--- src/rtl/keypad_event_scanner_pkg.sv ---
// Shared types and constants for the keypad event scanner: event record, pad key indices
// and the key-code width helper.
package keypad_pkg;

   localparam int KEY_CODE_W = 4;
   localparam int KEY_STAR   = 10;
   localparam int KEY_SHARP  = 11;

   // "release" is a reserved word, so the release flag is called is_release.
   typedef struct packed {
      logic                  is_release;
      logic [KEY_CODE_W-1:0] code;
   } key_evt_t;

   function automatic int code_width(input int num_keys);
      return (num_keys > 1) ? $clog2(num_keys) : 1;
   endfunction

endpackage

--- src/rtl/keypad_event_scanner_if.sv ---
// Event stream between the keypad scanner (master) and its consumer (slave).
interface keypad_event_scanner_if
   import keypad_pkg::*;
#(
   parameter int CODE_W = KEY_CODE_W
) ();

   // valid/ready: master holds evt_valid/evt_code/evt_release stable until the consumer
   // takes the event on a clock edge where evt_valid && evt_ready; ready may depend on valid.
   logic              evt_valid;
   logic              evt_ready;
   logic [CODE_W-1:0] evt_code;
   logic              evt_release;

   modport master (output evt_valid, output evt_code, output evt_release, input evt_ready);
   modport slave  (input evt_valid, input evt_code, input evt_release, output evt_ready);

endinterface

--- src/rtl/keypad_event_scanner_fifo.sv ---
// DEPTH-entry event queue with same-edge push/pop; head is zero whenever the queue is empty.
module key_event_fifo
   import keypad_pkg::*;
#(
   parameter int DEPTH = 4
) (
   input  logic     clk,
   input  logic     rst_n,
   input  logic     push_i,
   input  key_evt_t push_data_i,
   input  logic     pop_i,
   output key_evt_t head_o,
   output logic     valid_o,
   output logic     full_o
);

   localparam int AW = $clog2(DEPTH);

   key_evt_t    mem_q [DEPTH];
   logic [AW:0] wr_ptr_q, wr_ptr_d;
   logic [AW:0] rd_ptr_q, rd_ptr_d;
   logic        empty;
   logic        do_pop;
   logic        do_push;

   // Pointers carry one wrap bit so full and empty are distinguishable.
   assign empty   = (wr_ptr_q == rd_ptr_q);
   assign full_o  = (wr_ptr_q[AW] != rd_ptr_q[AW]) && (wr_ptr_q[AW-1:0] == rd_ptr_q[AW-1:0]);
   assign do_pop  = pop_i && !empty;
   assign do_push = push_i && (!full_o || do_pop);

   assign wr_ptr_d = wr_ptr_q + {{AW{1'b0}}, do_push};
   assign rd_ptr_d = rd_ptr_q + {{AW{1'b0}}, do_pop};

   always_ff @(posedge clk or negedge rst_n) begin
      if (!rst_n) begin
         wr_ptr_q <= '0;
         rd_ptr_q <= '0;
      end else begin
         wr_ptr_q <= wr_ptr_d;
         rd_ptr_q <= rd_ptr_d;
      end
   end

   always_ff @(posedge clk) begin
      if (do_push) begin
         mem_q[wr_ptr_q[AW-1:0]] <= push_data_i;
      end
   end

   assign valid_o = !empty;
   assign head_o  = empty ? '0 : mem_q[rd_ptr_q[AW-1:0]];

endmodule

--- src/rtl/keypad_event_scanner.sv ---
// Keypad front end: synchronise raw keys, scan and debounce them round-robin, queue
// press/release events, and keep a registered direct-select tap for legacy consumers.
module keypad_event_scanner
   import keypad_pkg::*;
#(
   parameter int NUM_KEYS       = 12,
   parameter int CODE_W         = KEY_CODE_W,
   parameter int HIST           = 3,
   parameter int SCAN_DIV       = 1,
   parameter int DEPTH          = 4,
   parameter bit REPORT_RELEASE = 1'b1
) (
   input  logic                clk,
   input  logic                rst_n,
   input  logic                enable,
   input  logic [NUM_KEYS-1:0] key_in,
   input  logic [CODE_W-1:0]   dir_sel,
   output logic                dir_out,
   output logic [NUM_KEYS-1:0] pressed,
   output logic                overflow,
   input  logic                ovf_clr,
   keypad_event_scanner_if.master evt
);

   localparam int DIV_W = (SCAN_DIV > 1) ? $clog2(SCAN_DIV) : 1;

   logic [NUM_KEYS-1:0] sync1_q, sync2_q;
   logic [DIV_W-1:0]    div_q, div_d;
   logic [CODE_W-1:0]   idx_q, idx_d;
   logic [HIST-1:0]     hist_q [NUM_KEYS];
   logic [HIST-1:0]     hist_d [NUM_KEYS];
   logic [NUM_KEYS-1:0] pressed_q, pressed_d;
   logic                dir_q, dir_d;
   logic                ovf_q, ovf_d;

   logic            step;
   logic [HIST-1:0] sample_hist;
   logic            push_req;
   key_evt_t        push_evt;
   key_evt_t        head;
   logic            fifo_valid;
   logic            fifo_full;
   logic            pop;

   assign step = enable && (div_q == DIV_W'(SCAN_DIV - 1));

   // One key is visited per step, so at most one event can appear per clock.
   always_comb begin
      div_d       = div_q;
      idx_d       = idx_q;
      hist_d      = hist_q;
      pressed_d   = pressed_q;
      sample_hist = '0;
      push_req    = 1'b0;
      push_evt    = '0;
      if (enable) begin
         div_d = step ? '0 : div_q + 1'b1;
      end
      if (step) begin
         sample_hist        = hist_q[idx_q] << 1;
         sample_hist[0]     = sync2_q[idx_q];
         hist_d[idx_q]      = sample_hist;
         push_evt.code      = KEY_CODE_W'(idx_q);
         if (&sample_hist && !pressed_q[idx_q]) begin
            pressed_d[idx_q]    = 1'b1;
            push_req            = 1'b1;
         end else if (~|sample_hist && pressed_q[idx_q]) begin
            pressed_d[idx_q]    = 1'b0;
            push_req            = REPORT_RELEASE;
            push_evt.is_release = 1'b1;
         end
         idx_d = (idx_q == CODE_W'(NUM_KEYS - 1)) ? '0 : idx_q + 1'b1;
      end
   end

   // Out-of-range selects match no key and read as 0.
   always_comb begin
      dir_d = 1'b0;
      for (int k = 0; k < NUM_KEYS; k++) begin
         if (dir_sel == CODE_W'(k)) begin
            dir_d = sync2_q[k];
         end
      end
   end

   assign pop   = fifo_valid && evt.evt_ready;
   // A drop in the same cycle as ovf_clr keeps the flag set.
   assign ovf_d = (ovf_clr ? 1'b0 : ovf_q) | (push_req && fifo_full && !pop);

   always_ff @(posedge clk or negedge rst_n) begin
      if (!rst_n) begin
         sync1_q   <= '0;
         sync2_q   <= '0;
         div_q     <= '0;
         idx_q     <= '0;
         pressed_q <= '0;
         dir_q     <= 1'b0;
         ovf_q     <= 1'b0;
         for (int k = 0; k < NUM_KEYS; k++) begin
            hist_q[k] <= '0;
         end
      end else begin
         sync1_q   <= key_in;
         sync2_q   <= sync1_q;
         div_q     <= div_d;
         idx_q     <= idx_d;
         pressed_q <= pressed_d;
         dir_q     <= dir_d;
         ovf_q     <= ovf_d;
         hist_q    <= hist_d;
      end
   end

   key_event_fifo #(
      .DEPTH (DEPTH)
   ) u_fifo (
      .clk         (clk),
      .rst_n       (rst_n),
      .push_i      (push_req),
      .push_data_i (push_evt),
      .pop_i       (pop),
      .head_o      (head),
      .valid_o     (fifo_valid),
      .full_o      (fifo_full)
   );

   assign evt.evt_valid   = fifo_valid;
   assign evt.evt_code    = CODE_W'(head.code);
   assign evt.evt_release = head.is_release;
   assign pressed         = pressed_q;
   assign overflow        = ovf_q;
   assign dir_out         = dir_q;

endmodule

--- src/flat_wrapper.sv ---
// flat-port wrapper written by rule: the top's interface ports become plain ports
module keypad_event_scanner_flat import keypad_pkg::*;
#(
   parameter int NUM_KEYS       = 12,
   parameter int CODE_W         = KEY_CODE_W,
   parameter int HIST           = 3,
   parameter int SCAN_DIV       = 1,
   parameter int DEPTH          = 4,
   parameter bit REPORT_RELEASE = 1'b1
)
  (clk, rst_n, enable, key_in, dir_sel, dir_out, pressed, overflow, ovf_clr, evt_evt_valid, evt_evt_code, evt_evt_release, evt_evt_ready);
  keypad_event_scanner_if #(.CODE_W(CODE_W)) evt_i ();
  input  logic clk;
  input  logic rst_n;
  input  logic enable;
  input  logic [NUM_KEYS-1:0] key_in;
  input  logic [CODE_W-1:0] dir_sel;
  output logic dir_out;
  output logic [NUM_KEYS-1:0] pressed;
  output logic overflow;
  input  logic ovf_clr;
  output wire logic [$bits(evt_i.evt_valid)-1:0] evt_evt_valid;
  output wire logic [$bits(evt_i.evt_code)-1:0] evt_evt_code;
  output wire logic [$bits(evt_i.evt_release)-1:0] evt_evt_release;
  input wire logic [$bits(evt_i.evt_ready)-1:0] evt_evt_ready;
  assign evt_evt_valid = evt_i.evt_valid;
  assign evt_evt_code = evt_i.evt_code;
  assign evt_evt_release = evt_i.evt_release;
  assign evt_i.evt_ready = evt_evt_ready;
  keypad_event_scanner #(.NUM_KEYS(NUM_KEYS), .CODE_W(CODE_W), .HIST(HIST), .SCAN_DIV(SCAN_DIV), .DEPTH(DEPTH), .REPORT_RELEASE(REPORT_RELEASE)) u_core (.clk(clk), .rst_n(rst_n), .enable(enable), .key_in(key_in), .dir_sel(dir_sel), .dir_out(dir_out), .pressed(pressed), .overflow(overflow), .ovf_clr(ovf_clr), .evt(evt_i));
endmodule
--- config.mk ---
export PLATFORM = sky130hd
export DESIGN_NAME = keypad_event_scanner_flat
export DESIGN_NICKNAME = d
export VERILOG_FILES = /design/src/rtl/keypad_event_scanner_pkg.sv /design/src/rtl/keypad_event_scanner_if.sv /design/src/rtl/keypad_event_scanner_fifo.sv /design/src/rtl/keypad_event_scanner.sv /design/src/flat_wrapper.sv
export SDC_FILE = /design/constraint.sdc
export NUM_CORES = 1
export LEC_CHECK = 0
export ABC_AREA = 1
export BUFFER_PORTS_ARGS = -buffer_cell sky130_fd_sc_hd__buf_2
export CORE_MARGIN = 5
export CORE_UTILIZATION = 40
export DETAILED_ROUTE_END_ITERATION = 10
export RECOVER_POWER = 100
export SYNTH_ARGS = -nofsm -noshare
export SYNTH_HDL_FRONTEND = slang
export SYNTH_HIERARCHICAL = 1
export SYNTH_SLANG_ARGS = --single-unit
export TNS_END_PERCENT = 30
--- constraint.sdc ---
create_clock -name clk -period 3.5 [get_ports clk]
set_clock_uncertainty 0.15 [all_clocks]
set_input_delay 0.7 -clock clk [delete_from_list [all_inputs] [get_ports clk]]
set_output_delay 0.7 -clock clk [all_outputs]
set_load 0.02 [all_outputs]
# Word-level counts from Yosys, hierarchy flattened
# Memories as Yosys holds them, arrays and structs flattened.
# Cells that the tools add are included.
[totals] reg_bits=85 latchBits=0 ram_bits=20 romBits=0 memories=1
[mem_list] name="u_core.u_fifo.mem_q" words=4 word_bits=5 rd=1 rd_clocked_by_memory_dff=0 wr=1 line_no="keypad_event_scanner_fifo.sv:19" source="key_evt_t mem_q [DEPTH];"
[op_classes] n_addsub=4 multipliers=0 n_div=0 n_lt_le_gt_ge=4 eq_ne=15 n_shift=0 n_mux=37 n_bitwise=6 reduce_logical=22
[ops] cell="bitwise mux 36 bit" n=1
[ops] cell="two-way mux 12 bit" n=2
[ops] cell="two-way mux 1 bit" n=23
[ops] cell="equality test 4 bit, second input constant" n=5
[ops] cell="equality test 4 x 3 -> 1 bit, second input constant" n=4
[ops] cell="bitwise AND 12 bit" n=1
[ops] cell="binary-select mux 3 bit (select 4 bit)" n=1
[ops] cell="demux 3 bit (select 4 bit)" n=1
[ops] cell="NOT 12 bit" n=1
[ops] cell="OR 12 bit" n=1
[ops] cell="logical AND 1 bit" n=11
[ops] cell="two-way mux 5 bit" n=2
[ops] cell="binary-select mux 1 bit (select 4 bit)" n=2
[ops] cell="equality test 4 x 2 -> 1 bit, second input constant" n=2
[ops] cell="adder 3 x 1 -> 3 bit" n=2
[ops] cell="greater-or-equal comparator 5 bit, second input constant" n=1
[ops] cell="zero test 1 bit" n=5
[ops] cell="< comparator 4 x 5 -> 1 bit, second input constant" n=1
[ops] cell="< comparator 5 x 1 -> 1 bit, second input constant" n=1
[ops] cell="NOT 4 -> 5 bit" n=1
[ops] cell="adder 4 x 1 -> 4 bit, second input constant" n=1
[ops] cell="demux 1 bit (select 4 bit)" n=1
[ops] cell="equality test 4 x 1 -> 1 bit, second input constant" n=1
[ops] cell="greater-or-equal comparator 4 x 1 -> 1 bit, second input constant" n=1
[ops] cell="other kinds (15)" n=16

# Depth between registers and ports, before layout
[depth] word_depth=13 ltp_mapped=18 depth_no_buf=15

# Hierarchy
# The synthesis kept the hierarchy.
[by_module_without_submodules] mod="keypad_event_scanner" n_inst=1 cells_per_inst=413 area_per_inst_um2=3213.1
[by_module_without_submodules] mod="key_event_fifo" n_inst=1 cells_per_inst=99 area_per_inst_um2=1149.9

# Worst setup path before layout
# Ideal clock, no wire load.
[synth_timing] path_type="reg2reg" start="reg u_core.idx_q[0]" end="reg u_core.u_fifo.wr_ptr_q[2]" t_arrival_ns=2.116 required_ns=3.226 slack_ns=1.109 path_stages_with_launch=19 period_less_slack_ns=2.391 path_cell_list="dfrtp_1 -> buf_6 -> inv_4 -> buf_6 -> nand2_1 -> nand3_1 -> nand2_1 -> nand2_1 -> nand3_2 -> nand2_1 -> nor2_4 -> nand2_1 -> nand2_4 -> buf_6 -> nand2_4 -> inv_1 -> ha_1 -> ha_1 -> xor2_1"
[synth_via] elab_chain_len=12 elab_cells_between_ends=19 classes_between="add/sub: 1; mux: 10; bitwise: 1; reduce/logical: 7"
[synth_rtl] item="start, declared" line_no="keypad_event_scanner.sv:29" source="logic [CODE_W-1:0] idx_q, idx_d;"
[synth_rtl] item="start signal, assigned" line_no="keypad_event_scanner.sv:106" source="idx_q <= idx_d;"
[synth_rtl] item="NOT 4 -> 5 bit (implied by the code)" line_no="keypad_event_scanner.sv:60" source="sample_hist = hist_q[idx_q] << 1;"
[synth_rtl] item="binary-select mux 3 bit (select 4 bit)" line_no="keypad_event_scanner.sv:60"
[synth_rtl] item="two-way mux 2 bit (implied by the code) (2 in a row)" line_no="keypad_event_scanner.sv:60"
[synth_rtl] item="OR reduction 3 bit" line_no="keypad_event_scanner.sv:67" source="end else if (~|sample_hist && pressed_q[idx_q]) begin"
[synth_rtl] item="zero test 1 bit" line_no="keypad_event_scanner.sv:67"
[synth_rtl] item="logical AND 1 bit" line_no="keypad_event_scanner.sv:67"
[synth_rtl] item="two-way mux 1 bit" line_no="keypad_event_scanner.sv:67"
[synth_rtl] item="two-way mux 1 bit *" line_no="keypad_event_scanner.sv:64" source="if (&sample_hist && !pressed_q[idx_q]) begin"
[synth_rtl] item="two-way mux 1 bit *" line_no="keypad_event_scanner.sv:59" source="if (step) begin"
[synth_rtl] item="via u_core.push_req" line_no="keypad_event_scanner.sv:38" source="logic push_req;"
[synth_rtl] item="logical AND 1 bit *" line_no="keypad_event_scanner_fifo.sv:30" source="assign do_push = push_i && (!full_o || do_pop);"
[synth_rtl] item="adder 3 x 1 -> 3 bit *" line_no="keypad_event_scanner_fifo.sv:32" source="assign wr_ptr_d = wr_ptr_q + {{AW{1'b0}}, do_push};"
[synth_rtl] item="via u_core.u_fifo.wr_ptr_d[2]" line_no="keypad_event_scanner_fifo.sv:20" source="logic [AW:0] wr_ptr_q, wr_ptr_d;"
[synth_rtl] item="end signal, assigned" line_no="keypad_event_scanner_fifo.sv:40" source="wr_ptr_q <= wr_ptr_d;"
[synth_rtl] item="end, declared" line_no="keypad_event_scanner_fifo.sv:20"
# Mark *: on every way through the listed nets, which the timed path passes. The rest lies on a longest branch. The select of a mux whose other input is x is not followed.
# A chain may end at the register's enable or synchronous reset.

# Worst setup path after layout
[layout_timing] start="reg u_core.idx_q[0]" end="mem u_core/u_fifo/mem_q[2][2] in the netlist's numbering, enable pin"
[layout_via] elab_chain_len=13 elab_cells_between_ends=20 classes_between="mux: 12; bitwise: 1; reduce/logical: 7"
[layout_rtl] item="NOT 4 -> 5 bit (implied by the code)" line_no="keypad_event_scanner.sv:60"
[layout_rtl] item="binary-select mux 3 bit (select 4 bit)" line_no="keypad_event_scanner.sv:60"
[layout_rtl] item="two-way mux 2 bit (implied by the code) (2 in a row)" line_no="keypad_event_scanner.sv:60"
[layout_rtl] item="OR reduction 3 bit" line_no="keypad_event_scanner.sv:67"
[layout_rtl] item="zero test 1 bit" line_no="keypad_event_scanner.sv:67"
[layout_rtl] item="logical AND 1 bit" line_no="keypad_event_scanner.sv:67"
[layout_rtl] item="two-way mux 1 bit" line_no="keypad_event_scanner.sv:67"
[layout_rtl] item="two-way mux 1 bit *" line_no="keypad_event_scanner.sv:64"
[layout_rtl] item="two-way mux 1 bit *" line_no="keypad_event_scanner.sv:59"
[layout_rtl] item="logical AND 1 bit *" line_no="keypad_event_scanner_fifo.sv:30"
[layout_rtl] item="two-way mux 1 bit *" line_no="keypad_event_scanner_fifo.sv:46" source="if (do_push) begin"
[layout_rtl] item="two-way mux 1 bit (implied by the code) *" line_no="keypad_event_scanner_fifo.sv:47" source="mem_q[wr_ptr_q[AW-1:0]] <= push_data_i;"
[layout_rtl] item="end, declared" line_no="keypad_event_scanner_fifo.sv:19"
# Every way passes the cells marked *; elsewhere a longest branch is shown, timed or not. The select of a mux whose other input is x is not followed.

==> results.cfg <==
[pwr]
p_total_mw = 3.95
p_per_area_nw_per_um2 = 824
p_leak_nw = 2.32
ir_worst_vdd_uv = 425

[clock_tree]
clkTransAtPathRegs_ns = 0.09
ctsRootBufferMaster = clkbuf_8
tritoncts = yes
cts_buffer_depth = 2
clkLatencyLatePin_ns = 0.37
htreeDepth = 3
cts_made_buffers = 9
ctsResizeCount = 0
cts_setup_buffers = 0
cts_sinks = 93
holdBufCountCts = 0

[setup_path]
path_cells = buf_4 > nand2_1 > nand3_1 > nand2_1 > nand2_1 > nand3_2 > nand2_1 > nor2_4 > nand2_1 > nand2_4 > nand2_4 > nor2_1
worst_path_largest_cell_delay_ns = 0.49
crit_path_start_kind = flop
cp.required_ns = 3.38
slowest_stage = dfrtp_1
crit_top_cell = nand2_1
critPathKind = reg2reg
cp_data_arrival_time_ns = 2.99
critPathMaxFanout = 26
end_kind = flop

[timing]
period_share = 0.887
rsz0062_at_grt = no
hold_violations = 0
slew_viol_final = 74
worst_slack_ns = 0.394
setup_viol = 0
slew-limit-headroom = -0.204
timing.setup.tns_ns = 0
period_needed_ns = 3.11
fmax_ghz = 0.322
tightest_slew_ns = 1.81

[min_path]
hp-class = reg2reg

[detailed_routing]
wire_per_inst_um = 13.5
final_antenna_net_count = 0
drt_first_iter_violations = 289
routed_wl_um = 9410
avgViaCountPerCell = 4.88
via_count = 3390
drt_first_pass_iters = 5
drcViolationCount = 0

[cells_and_area]
drive_above_1_share = 0.0883
instances_no_fill = 695
nNetsFinal = 579
num_antenna_cells = 0
synthToLayoutAreaGrowth_pct = 9.75

[synthesis]
yosysTopAreaCellShare = 0.419
ys_types = 29
yosys.area.top_type = dfrtp_1
synthesis.nets = 541
yosysWarningCount = 6
ys_seq_area_frac = 0.556
syn_inst = 512
syn_area_um2 = 4360
synthTopCellsByArea = dfrtp_1 (42%), nand2_1 (14%), edfxtp_1 (14%), inv_1 (5.7%), nand3_1 (4.7%)
syn_area_per_cell_um2 = 8.52
synth-seq-cells = 93

[global_routing]
grt_pass1_vias = 3285
grt_pass1_wl_um = 16100
grt_max_degree = 74
antenna_found_initial = 0
grtUsageTotal = 0.156
overflow = 0

[die]
num_rows = 38
core_area_um2 = 10700
die_h_um = 114
die_x_um = 114
io_pins = 41
die_area_um2 = 13100
start_util = 0.406

[status]
violations = capacitance limit, slew limit
status = finished with violations

[job]
maxCapViolations = 1

[place]
post-dp-hpwl_um = 6400
place_congestion = 0.856
dp_slack_ns = 0.510
portBuffers = 40
dp.cells = 679
==> placed cells by master (no fill, tap or decap), types with 8 or more instances in the layout <==
cell and n:
nor2_1 44, buf_2 18, nand2_1 163, o22ai_1 8, ha_1 8, inv_1 66
o21ai_0 36, clkbuf_8 10, clkbuf_1 22, dfrtp_1 73, nand3_1 42, edfxtp_1 20
nor3_1 10
==> cell type report <==
| type | count | area, µm² |
|---|---|---|
| fill | 1109 | 5960 |
| sequential | 93 | 2430 |
| multi-input combinational | 333 | 1530 |
| inverter | 71 | 269 |
| timing repair buffer | 42 | 189 |
| tap | 140 | 175 |
| clock buffer | 12 | 166 |
| clock inverter | 4 | 27.5 |
==> Yosys cell counts <==
| master | count |
|---|---|
| clkbuf_1 | 4 |
| nand3_2 | 3 |
| inv_2 | 3 |
| buf_4 | 2 |
| ha_1 | 8 |
| a21oi_1 | 4 |
| dfrtp_1 | 73 |
| o21ai_1 | 4 |
| xor2_1 | 2 |
| nand2_2 | 2 |
| nor2_4 | 1 |
| inv_4 | 1 |
| buf_2 | 3 |
| nor3_1 | 10 |
| o21ai_0 | 36 |
| nand4_2 | 1 |
| edfxtp_1 | 20 |
| nor2_2 | 4 |
| nor2_1 | 42 |
| nand3_1 | 41 |
| clkinv_1 | 1 |
| nand3b_1 | 1 |
| xnor2_2 | 1 |
| buf_6 | 6 |
| o21bai_1 | 1 |
| nand2_4 | 2 |
| o22ai_1 | 8 |
| nand2_1 | 162 |
| inv_1 | 66 |
==> power by group <==
| part | internal (mW) | total, mW | leakage, nW | switching (mW) |
|---|---|---|---|---|
| clock network | 0.324 | 0.715 | 0.102 | 0.391 |
| logic | 0.474 | 1.69 | 1.14 | 1.22 |
| registers | 1.38 | 1.54 | 1.08 | 0.159 |
| total | 2.18 | 3.95 | 2.32 | 1.77 |
==> cell families after synthesis <==
| group | count (synthesis) | share of synthesized area |
|---|---|---|
| simple gates | 269 | 0.262 |
| flops | 93 | 0.556 |
| buf+inv | 86 | 0.0875 |
| compound gates | 53 | 0.0637 |
| fa+ha+maj | 8 | 0.0229 |
| xor+xnor | 3 | 0.00774 |
==> through the flow <==
step | utilization | area (µm²) | hold WS (ns)
6_report | 0.446 | 4790 | 0.199
5_1_grt | 0.446 | 4790 | 0.208
4_1_cts | 0.450 | 4840 | 0.205
3_5_place_dp | 0.432 | 4640 | 0.185
3_3_place_gp | 0.432 | 4640 | 0.182
2_1_floorplan | - | 4360 | 0.181
==> final timing paths <==
kind                                        start                        end  slack [ns]  cells after the start
worst min register to register  u_core/sync1_q[0]          u_core/sync2_q[0]        0.20                      0
max in group asynchronous                   rst_n          u_core/sync2_q[5]        1.47                      1
worst min-delay path            u_core/sync1_q[0]          u_core/sync2_q[0]        0.20                      0
worst max register to register    u_core/idx_q[0]  u_core/u_fifo/mem_q[2][2]        0.39                     12
worst max-delay path              u_core/idx_q[0]  u_core/u_fifo/mem_q[2][2]        0.39                     12
min in group asynchronous                   rst_n          u_core/hist_q[27]        0.65                      1
==> critical path, delay by kind of cell (launching register included) <==
| family | cells | cell delay (ns) |
|---|---|---|
| flip-flops | 1 | 0.49 |
| buffers and inverters | 1 | 0.26 |
| AND/OR/NAND/NOR | 11 | 1.84 |
==> layer usage <==
metal / part of all wire / global-route usage / vias up
met1: 0.45 / 0.210 / 1593
met2: 0.47 / 0.244 / 99
met4: 0.019 / 0.0538 / 0
met3: 0.059 / 0.0391 / 16
li1: - / - / 1682
met5: 0 / 0 / -
Power figures use the tool's default switching activity.
